$ cat src/rtl/fifo_read_ctrl.sv
// fifo_read_ctrl: read-domain controller of the async FIFO with a 2-entry prefetch buffer.
// Define FIFO_RD_LEVEL_EN to add the rd_level occupancy output.
module fifo_read_ctrl #(
   parameter int unsigned n           = 4,
   parameter int unsigned SYNC_STAGES = 2
) (
   input  logic         rclk,
   input  logic         rrst,
   input  logic [n-1:0] wptr_gray,
   output logic [n-1:0] rptr_gray,
   output logic [n-2:0] raddr,
   output logic         renable,
   input  logic [7:0]   mem_data,
   output logic [7:0]   rd_data,
   output logic         rd_valid,
   input  logic         rd_ready,
   output logic         empty
`ifdef FIFO_RD_LEVEL_EN
   ,
   output logic [n-1:0] rd_level
`endif
);

   localparam int unsigned DW = 8;

   function automatic logic [n-1:0] gray2bin(input logic [n-1:0] g);
      logic [n-1:0] b;
      b = '0;
      for (int i = 0; i < n; i++) begin
         b[i] = ^(g >> i);
      end
      return b;
   endfunction

   function automatic logic [n-1:0] bin2gray(input logic [n-1:0] b);
      return b ^ (b >> 1);
   endfunction

   logic [n-1:0]  sync_q [SYNC_STAGES];
   logic [n-1:0]  wsync_gray;
   logic [n-1:0]  wbin_s;
   logic [n-1:0]  rbin;
   logic [n-1:0]  rbin_inc_c;
   logic [n-1:0]  fill_c;
   logic          inflight;
   logic [1:0]    buf_count;
   logic          head;
   logic          tail_c;
   logic [DW-1:0] buf_q [2];
   logic          pop_c;
   logic          issue_c;
   logic [2:0]    occ_after_pop_c;

   // Write-pointer synchroniser into rclk
   always_ff @(posedge rclk) begin
      if (rrst) begin
         for (int i = 0; i < SYNC_STAGES; i++) begin
            sync_q[i] <= '0;
         end
      end else begin
         sync_q[0] <= wptr_gray;
         for (int i = 1; i < SYNC_STAGES; i++) begin
            sync_q[i] <= sync_q[i-1];
         end
      end
   end

   assign wsync_gray = sync_q[SYNC_STAGES-1];
   assign wbin_s     = gray2bin(wsync_gray);
   assign fill_c     = wbin_s - rbin;
   assign rbin_inc_c = rbin + n'(1);

   assign rd_valid        = (buf_count != 2'd0);
   assign rd_data         = buf_q[head];
   assign pop_c           = rd_valid & rd_ready;
   assign occ_after_pop_c = 3'(buf_count) + 3'(inflight) - 3'(pop_c);
   // Only fetch when the word in flight is guaranteed a buffer slot
   assign issue_c         = (fill_c != '0) && (occ_after_pop_c <= 3'd1);
   assign tail_c          = head ^ buf_count[0];

   assign renable = issue_c;
   assign raddr   = rbin[n-2:0];
   assign empty   = (fill_c == '0) && !inflight && (buf_count == 2'd0);

`ifdef FIFO_RD_LEVEL_EN
   assign rd_level = fill_c + n'(inflight) + n'(buf_count);
`endif

   // Read pointers, in-flight tracking and prefetch buffer
   always_ff @(posedge rclk) begin
      if (rrst) begin
         rbin      <= '0;
         rptr_gray <= '0;
         inflight  <= 1'b0;
         head      <= 1'b0;
         buf_count <= 2'd0;
         buf_q[0]  <= '0;
         buf_q[1]  <= '0;
      end else begin
         if (issue_c) begin
            rbin      <= rbin_inc_c;
            rptr_gray <= bin2gray(rbin_inc_c);
         end
         inflight <= issue_c;
         if (inflight) begin
            buf_q[tail_c] <= mem_data;
         end
         if (pop_c) begin
            head <= ~head;
         end
         buf_count <= 2'(occ_after_pop_c);
      end
   end

endmodule
$ cat config.mk
export PLATFORM = sky130hd
export DESIGN_NAME = fifo_read_ctrl
export DESIGN_NICKNAME = d
export VERILOG_FILES = /design/src/rtl/fifo_read_ctrl.sv
export SDC_FILE = /design/constraint.sdc
export NUM_CORES = 1
export LEC_CHECK = 0
export BUFFER_PORTS_ARGS = -buffer_cell sky130_fd_sc_hd__buf_2
export CORE_ASPECT_RATIO = 1.75
export CORE_MARGIN = 1
export CORE_UTILIZATION = 35
export CTS_CLUSTER_SIZE = 20
export DETAILED_ROUTE_END_ITERATION = 7
export PLACE_DENSITY_LB_ADDON = 0.3
export SYNTH_ARGS = -nofsm -noshare
export SYNTH_HDL_FRONTEND = slang
export SYNTH_SLANG_ARGS = --single-unit
$ cat constraint.sdc
create_clock -name rclk -period 2.5 [get_ports rclk]
set_input_delay 0.125 -clock rclk [delete_from_list [all_inputs] [get_ports rclk]]
set_output_delay 0.125 -clock rclk [all_outputs]
set_load 0.005 [all_outputs]
# --- Word-level counts from Yosys, hierarchy flattened ---
# Memories as Yosys holds them, arrays and structs flattened. A register that Yosys moved wholly into a read port is not among the register bits.
# Cells that the tools add are included.
totals:
  wordCells: 44
  mem_bits_ro: 0
  inputBits: 15
  mem_bits_rw: 24
  latch_bits: 0
  ff_bits: 12
  output_inout_bits: 18
  n_memories: 2
memory_table:
  columns: ["name", "depth", "word_bits", "read_ports", "rd_ports_with_merged_regs", "wr", "line_no", "source"]
  rows:
  - ["buf_q", 2, 8, 1, 1, 2, "49", "logic [DW-1:0] buf_q [2];"]
  - ["sync_q", 2, 4, 2, 0, 2, "39", "logic [n-1:0] sync_q [SYNC_STAGES];"]
classes:
  shifts: 0
  bitwise_logic: 6
  div: 0
  n_reduce_logical: 13
  magnitude_cmp: 1
  n_eq_ne: 0
  n_mul: 0
  add_sub_neg: 4
  mux: 13
ops:
  columns: ["cell", "count"]
  rows:
  - ["$reduce_xor 4->1", 4]
  - ["$mux 1", 10]
  - ["$mux 4", 2]
  - ["$mux 8", 1]
  - ["$reduce_or 8->1", 1]
  - ["$add 4x1->4 const B", 1]
  - ["$logic_not 4->1", 1]
  - ["$reduce_bool 4->1", 1]
  - ["$sub 4x4->4", 1]
  - ["$xor 4x3->4", 1]
  - ["$add 2x1->3", 1]
  - ["$le 3x1->1 const B", 1]
  - ["$logic_and 1x1->1", 3]
  - ["$sub 3x1->3", 1]
  - ["$logic_not 2->1", 1]
  - ["$or 1x1->1", 2]
  - ["$reduce_bool 2->1", 1]
  - ["$and 1x1->1", 1]
  - ["$logic_not 1->1", 1]
  - ["$not 1->1", 1]
  - ["$xor 1x1->1", 1]

# --- Longest topological paths before layout ---
depth:
  ltp_word: 5
  ltp_mapped: 11
  ltp_nobuf: 10

# --- Least setup slack after synthesis ---
# OpenSTA, ideal clock, no wires.
synth_path:
  path_type: "flip-flop to flip-flop"
  startpoint: "register buf_count[1]"
  endpoint: "register rptr_gray[3]"
  slack_ps: -54
  stages_incl_launch_ff: 12
  required_time_ps: 2370
  setup_ps: 130
  path_buffers: 2
  arrival_ps: 2424
  synth_period_minus_slack_ps: 2554
  path_cell_list: "dfxtp_1 or2_1 and2_1 ha_1 inv_1 ha_1 fa_1 clkbuf_1 or2_1 buf_2 o21ai_1 nand4_1"
synth_via:
  elab_chain_len: 5
  elab_cells_between_ends: 6
  classes_between: "add/sub: 2; order compare: 1; bitwise: 1; reduce/logical: 2"
synth_lines:
  columns: ["element", "line_no", "source"]
  rows:
  - ["start, declared", "46", "logic [1:0] buf_count;"]
  - ["start signal, assigned", "111", "buf_count <= 2'(occ_after_pop_c);"]
  - ["$reduce_bool 2->1", "73", "assign rd_valid = (buf_count != 2'd0);"]
  - ["named net rd_valid", "15", "output logic rd_valid,"]
  - ["$and 1x1->1", "75", "assign pop_c = rd_valid & rd_ready;"]
  - ["named net pop_c", "50", "logic pop_c;"]
  - ["$sub 3x1->3", "76", "assign occ_after_pop_c = 3'(buf_count) + 3'(inflight) - 3'(pop_c);"]
  - ["named net occ_after_pop_c[1]", "52", "logic [2:0] occ_after_pop_c;"]
  - ["$le 3x1->1", "78", "assign issue_c = (fill_c != '0) && (occ_after_pop_c <= 3'd1);"]
  - ["$logic_and 1x1->1", "78", null]
  - ["end signal, assigned", "102", "rptr_gray <= bin2gray(rbin_inc_c);"]
  - ["end, declared", "10", "output logic [n-1:0] rptr_gray,"]
# The timed path passes the listed nets, and every way through them passes these cells.
# A chain may end at the register's enable or synchronous reset.

# --- Final worst setup path ---
layout_path:
  startpoint: "register buf_count[1]"
  endpoint: "output renable"
layout_via:
  elab_chain_len: 5
  elab_cells_between_ends: 6
  classes_between: "add/sub: 2; order compare: 1; bitwise: 1; reduce/logical: 2"
layout_lines:
  columns: ["element", "line_no", "source"]
  rows:
  - ["$reduce_bool 2->1", "73", null]
  - ["$and 1x1->1", "75", null]
  - ["named net pop_c", "50", null]
  - ["$sub 3x1->3", "76", null]
  - ["$le 3x1->1", "78", null]
  - ["$logic_and 1x1->1", "78", null]
  - ["end, declared", "12", "output logic renable,"]
# The timed path passes the listed nets, and every way through them passes these cells.

==> impl_metrics.ini <==
[layout]
fillers = 507
num-nets-final = 259
n_antenna_cell = 0
drive_gt1_frac = 0.412
area_growth_pct = 34.0
fin_cells = 312
design_area_um2 = 2590

[logic_synthesis]
synth.avg_cell_area_um2 = 10.6
synth_edf_count = 16
async_flop_share = 0
synth_fp_nets = 205
synth_compound_area_frac = 0.0841
yosys.area_share.simple = 0.261
ys_seq_elements = 36
synth_cells = 183
synth_top_family_by_area = simple AND/OR/NAND/NOR gates
synthXorXnorAreaFrac = 0.0757
synthAdderAreaFrac = 0.0492
synth_seq_area_share = 0.456
yosys_warnings = 0
synth-main-ff-cell = dfxtp_1
synth_cell_types = 38
syn_area_um2 = 1930
synthMuxAreaShare = 0.0466

[clock_tree]
cts_tree = done
insertion_delay_ns = 0.28
clkSinkCount = 36
cts_root_buf = clkbuf_8
cts_hold_buf = 0
cts_buffers = 5
clk_path_buf_depth = 2
cts.clk_slew.worst_paths_ns = 0.07
htreeDepth = 2

[sta]
max_freq_mhz = 398
tightest_slew_ns = 0.394
setup_slack_ns = -0.0121
final_hold_viol_count = 0
slew_headroom = 0.737
rsz0062_at_grt = yes
period_minus_slack_ns = 2.51
fin_tns_setup_ns = -0.0121
drv_slew = 0
setup_viol = 1
fin_crit_sh = 1.00
fin_worst_skew_ns = 0.00536

[setup_path]
startpoint = buf_count[1]
worstSetupStartpointType = flop
cp_num_cells = 10
r2r_cells = 12
criticalPathCategory = flop to output port
crit_buf_inv = 2
critPathMostFrequentCell = ha_4
path_max_fanout = 4
crit_chain = or2_1 -> and2_4 -> ha_4 -> inv_2 -> ha_4 -> fa_2 -> xnor2_4 -> nor2_2 -> and2_1 -> buf_2
endpoint_kind = output port
critical-path-top-delay-family = adder cells
critical_path_required_ns = 2.38
r2r-end = rptr_gray[2]
timing.rr.start = buf_count[1]
cp_slowest_cell = fa_2
crit_arrival_ns = 2.39
r2r_slack_ns = 0.02
setup.worst_path.end = renable
slowest_delay_ns = 0.38

[floorplan]
die_y_um = 100
core_um2 = 5300
io_pins = 33
start_util = 0.365
die-area_um2 = 5840
die_w_um = 58.2
fp-row-count = 35

[global_routing]
antenna_found_initial = 0
grt_pass1_wl_um = 7180
grt_pass1_vias = 1533
grt_max_degree = 30
grt-ovfl-total = 0
grt_usage = 0.164

[min_path]
hold_path_class = input port to flop

[drt]
firstDrtPassIters = 4
drtAntennaViolNets = 0
totalWireLength_um = 4460
remaining_drc_errors = 0
num_vias = 1582
drt_iter0_markers = 42
viasPerCell = 5.07
wl_per_cell_um = 14.3

[place]
dp_slack_ns = 0.0101
io_buffers = 32
dp_hpwl_um = 3090
placed_area_um2 = 2260
post-place-cells = 295
place_congestion = 0.832

[outcome]
outcome = finished, violations left
failed_checks = setup timing

[power]
seq_power_share = 0.297
p_sw_mw = 1.02
ir_worst_vdd_v = 0.000546
pwr-share-clk = 0.178
combinationalPowerShare = 0.525
powerDensity_nw_per_um2 = 1070
p_int_mw = 1.74
p_sw_frac = 0.369
power.leakage_nw = 1.05

[job]
maxCapViolCount = 0
## cell usage after synthesis (all sizes together), types with 4 or more instances
| cell | count | area (um^2) |
|---|---|---|
| o21ai | 7 | 35.0 |
| mux2 | 8 | 90.1 |
| nand2 | 6 | 22.5 |
| inv | 6 | 22.5 |
| ha | 6 | 75.1 |
| o2111ai | 7 | 61.3 |
| nor2b | 15 | 93.8 |
| nor2 | 6 | 22.5 |
| dfxtp | 20 | 400 |
| edfxtp | 16 | 480 |
| and2 | 19 | 119 |
| or2 | 4 | 25.0 |
| clkbuf | 6 | 22.5 |
| nand4 | 9 | 56.3 |
| xor2 | 5 | 43.8 |
| xnor2 | 10 | 103 |
| nand3 | 7 | 35.0 |
## area by class of cell
cell class | count | area [um^2] | area share
clock buffer | 6 | 72.6 | 0.0280
clock inverter | 2 | 35.0 | 0.0135
sequential | 36 | 887 | 0.343
timing repair buffer | 55 | 337 | 0.130
tap | 74 | 92.6 | 0.0357
inverter | 6 | 22.5 | 0.00870
multi-input combinational | 133 | 1140 | 0.442
## timing repair
action                                  4_1_cts  5_1_grt
pin swaps                                     6        8
buffers inserted                              6        3
endpoints found under the setup margin        5        9
gates cloned                                  0        0
resized for setup                            14       15
## metrics by stage
| stage | power (mW) | utilization | hold slack, ns |
|---|---|---|---|
| 3_5_place_dp | 1.91 | 0.427 | 0.338 |
| 2_1_floorplan | 1.55 | - | 0.253 |
| 3_3_place_gp | 1.90 | 0.427 | 0.333 |
| 5_1_grt | 2.93 | 0.489 | 0.0465 |
| 4_1_cts | 2.61 | 0.470 | 0.0346 |
| 6_report | 2.76 | 0.489 | 0.0442 |
## flip-flops by register name, indices dropped and copies added (netlist names), named ones only
signal     cells
buf_count      2
buf_q         16
head           1
inflight       1
rbin           3
rptr_gray      4
sync_q         8
## worst register-to-register path, cell delays in order (launching register included)
cell and delay (ns):
dfxtp_2 0.33, or2_1 0.22, and2_4 0.16, ha_4 0.27
inv_2 0.04, ha_4 0.15, fa_2 0.38, xnor2_4 0.24
buf_4 0.20, nor3_1 0.05, buf_4 0.15, o211ai_1 0.07
nand4_1 0.11
## worst min-delay path by stage
stage | start | to | slack [ns] | depth (start not counted)
6_report | wptr_gray[2] | sync_q[0][2] | 0.04 | 2
5_1_grt | wptr_gray[2] | sync_q[0][2] | 0.05 | 2
4_1_cts | wptr_gray[2] | sync_q[0][2] | 0.03 | 2
3_5_place_dp | wptr_gray[2] | sync_q[0][2] | 0.34 | 2
3_3_place_gp | wptr_gray[0] | sync_q[0][0] | 0.33 | 2
2_1_floorplan | wptr_gray[0] | sync_q[0][0] | 0.25 | 1
## cells in the final DEF (no fill, tap or decap), types with 2 or more instances in the layout
cell	n
and2_1	18
and3b_1	2
buf_2	32
buf_4	22
clkbuf_8	5
dfxtp_1	17
dfxtp_2	2
edfxtp_1	16
ha_1	3
ha_4	2
inv_1	5
mux2_2	8
nand2_1	6
nand2b_1	2
nand3_1	7
nand4_1	9
nor2_1	5
nor2b_1	15
nor3b_2	2
nor4_4	2
nor4b_4	2
o2111ai_1	7
o211ai_1	2
o21ai_0	2
o21ai_1	4
or2_1	3
xnor2_1	8
xor2_1	3
## routing by layer
metal | global-route usage | wire length [um] | vias up
met1 | 0.150 | 1590 | 766
met4 | 0.0934 | 133 | 0
met3 | 0.0348 | 150 | 12
met2 | 0.317 | 2590 | 46
met5 | 0 | 0 | -
li1 | - | - | 758
## power groups by stage
stage	sequential (mW)	combinational, mW	clock, mW
after floorplan	0.800	0.746	0
after global placement	0.826	1.07	0
after detailed placement	0.828	1.08	0
after CTS	0.817	1.29	0.508
after global routing	0.838	1.56	0.538
final	0.821	1.45	0.493
## logic make-up (layout without fill, tap and decap cells)
| group | count (synthesis) | in the layout |
|---|---|---|
| flip-flops | 36 | 36 |
| buffers and inverters | 14 | 69 |
| AO/OA/AOI/OAI | 22 | 22 |
| AND/OR/NAND/NOR | 81 | 81 |
| multiplexers | 8 | 8 |
| adder cells (fa/ha/maj) | 7 | 7 |
| XOR/XNOR | 15 | 15 |
Note: power is estimated with default switching activity, not from simulation.
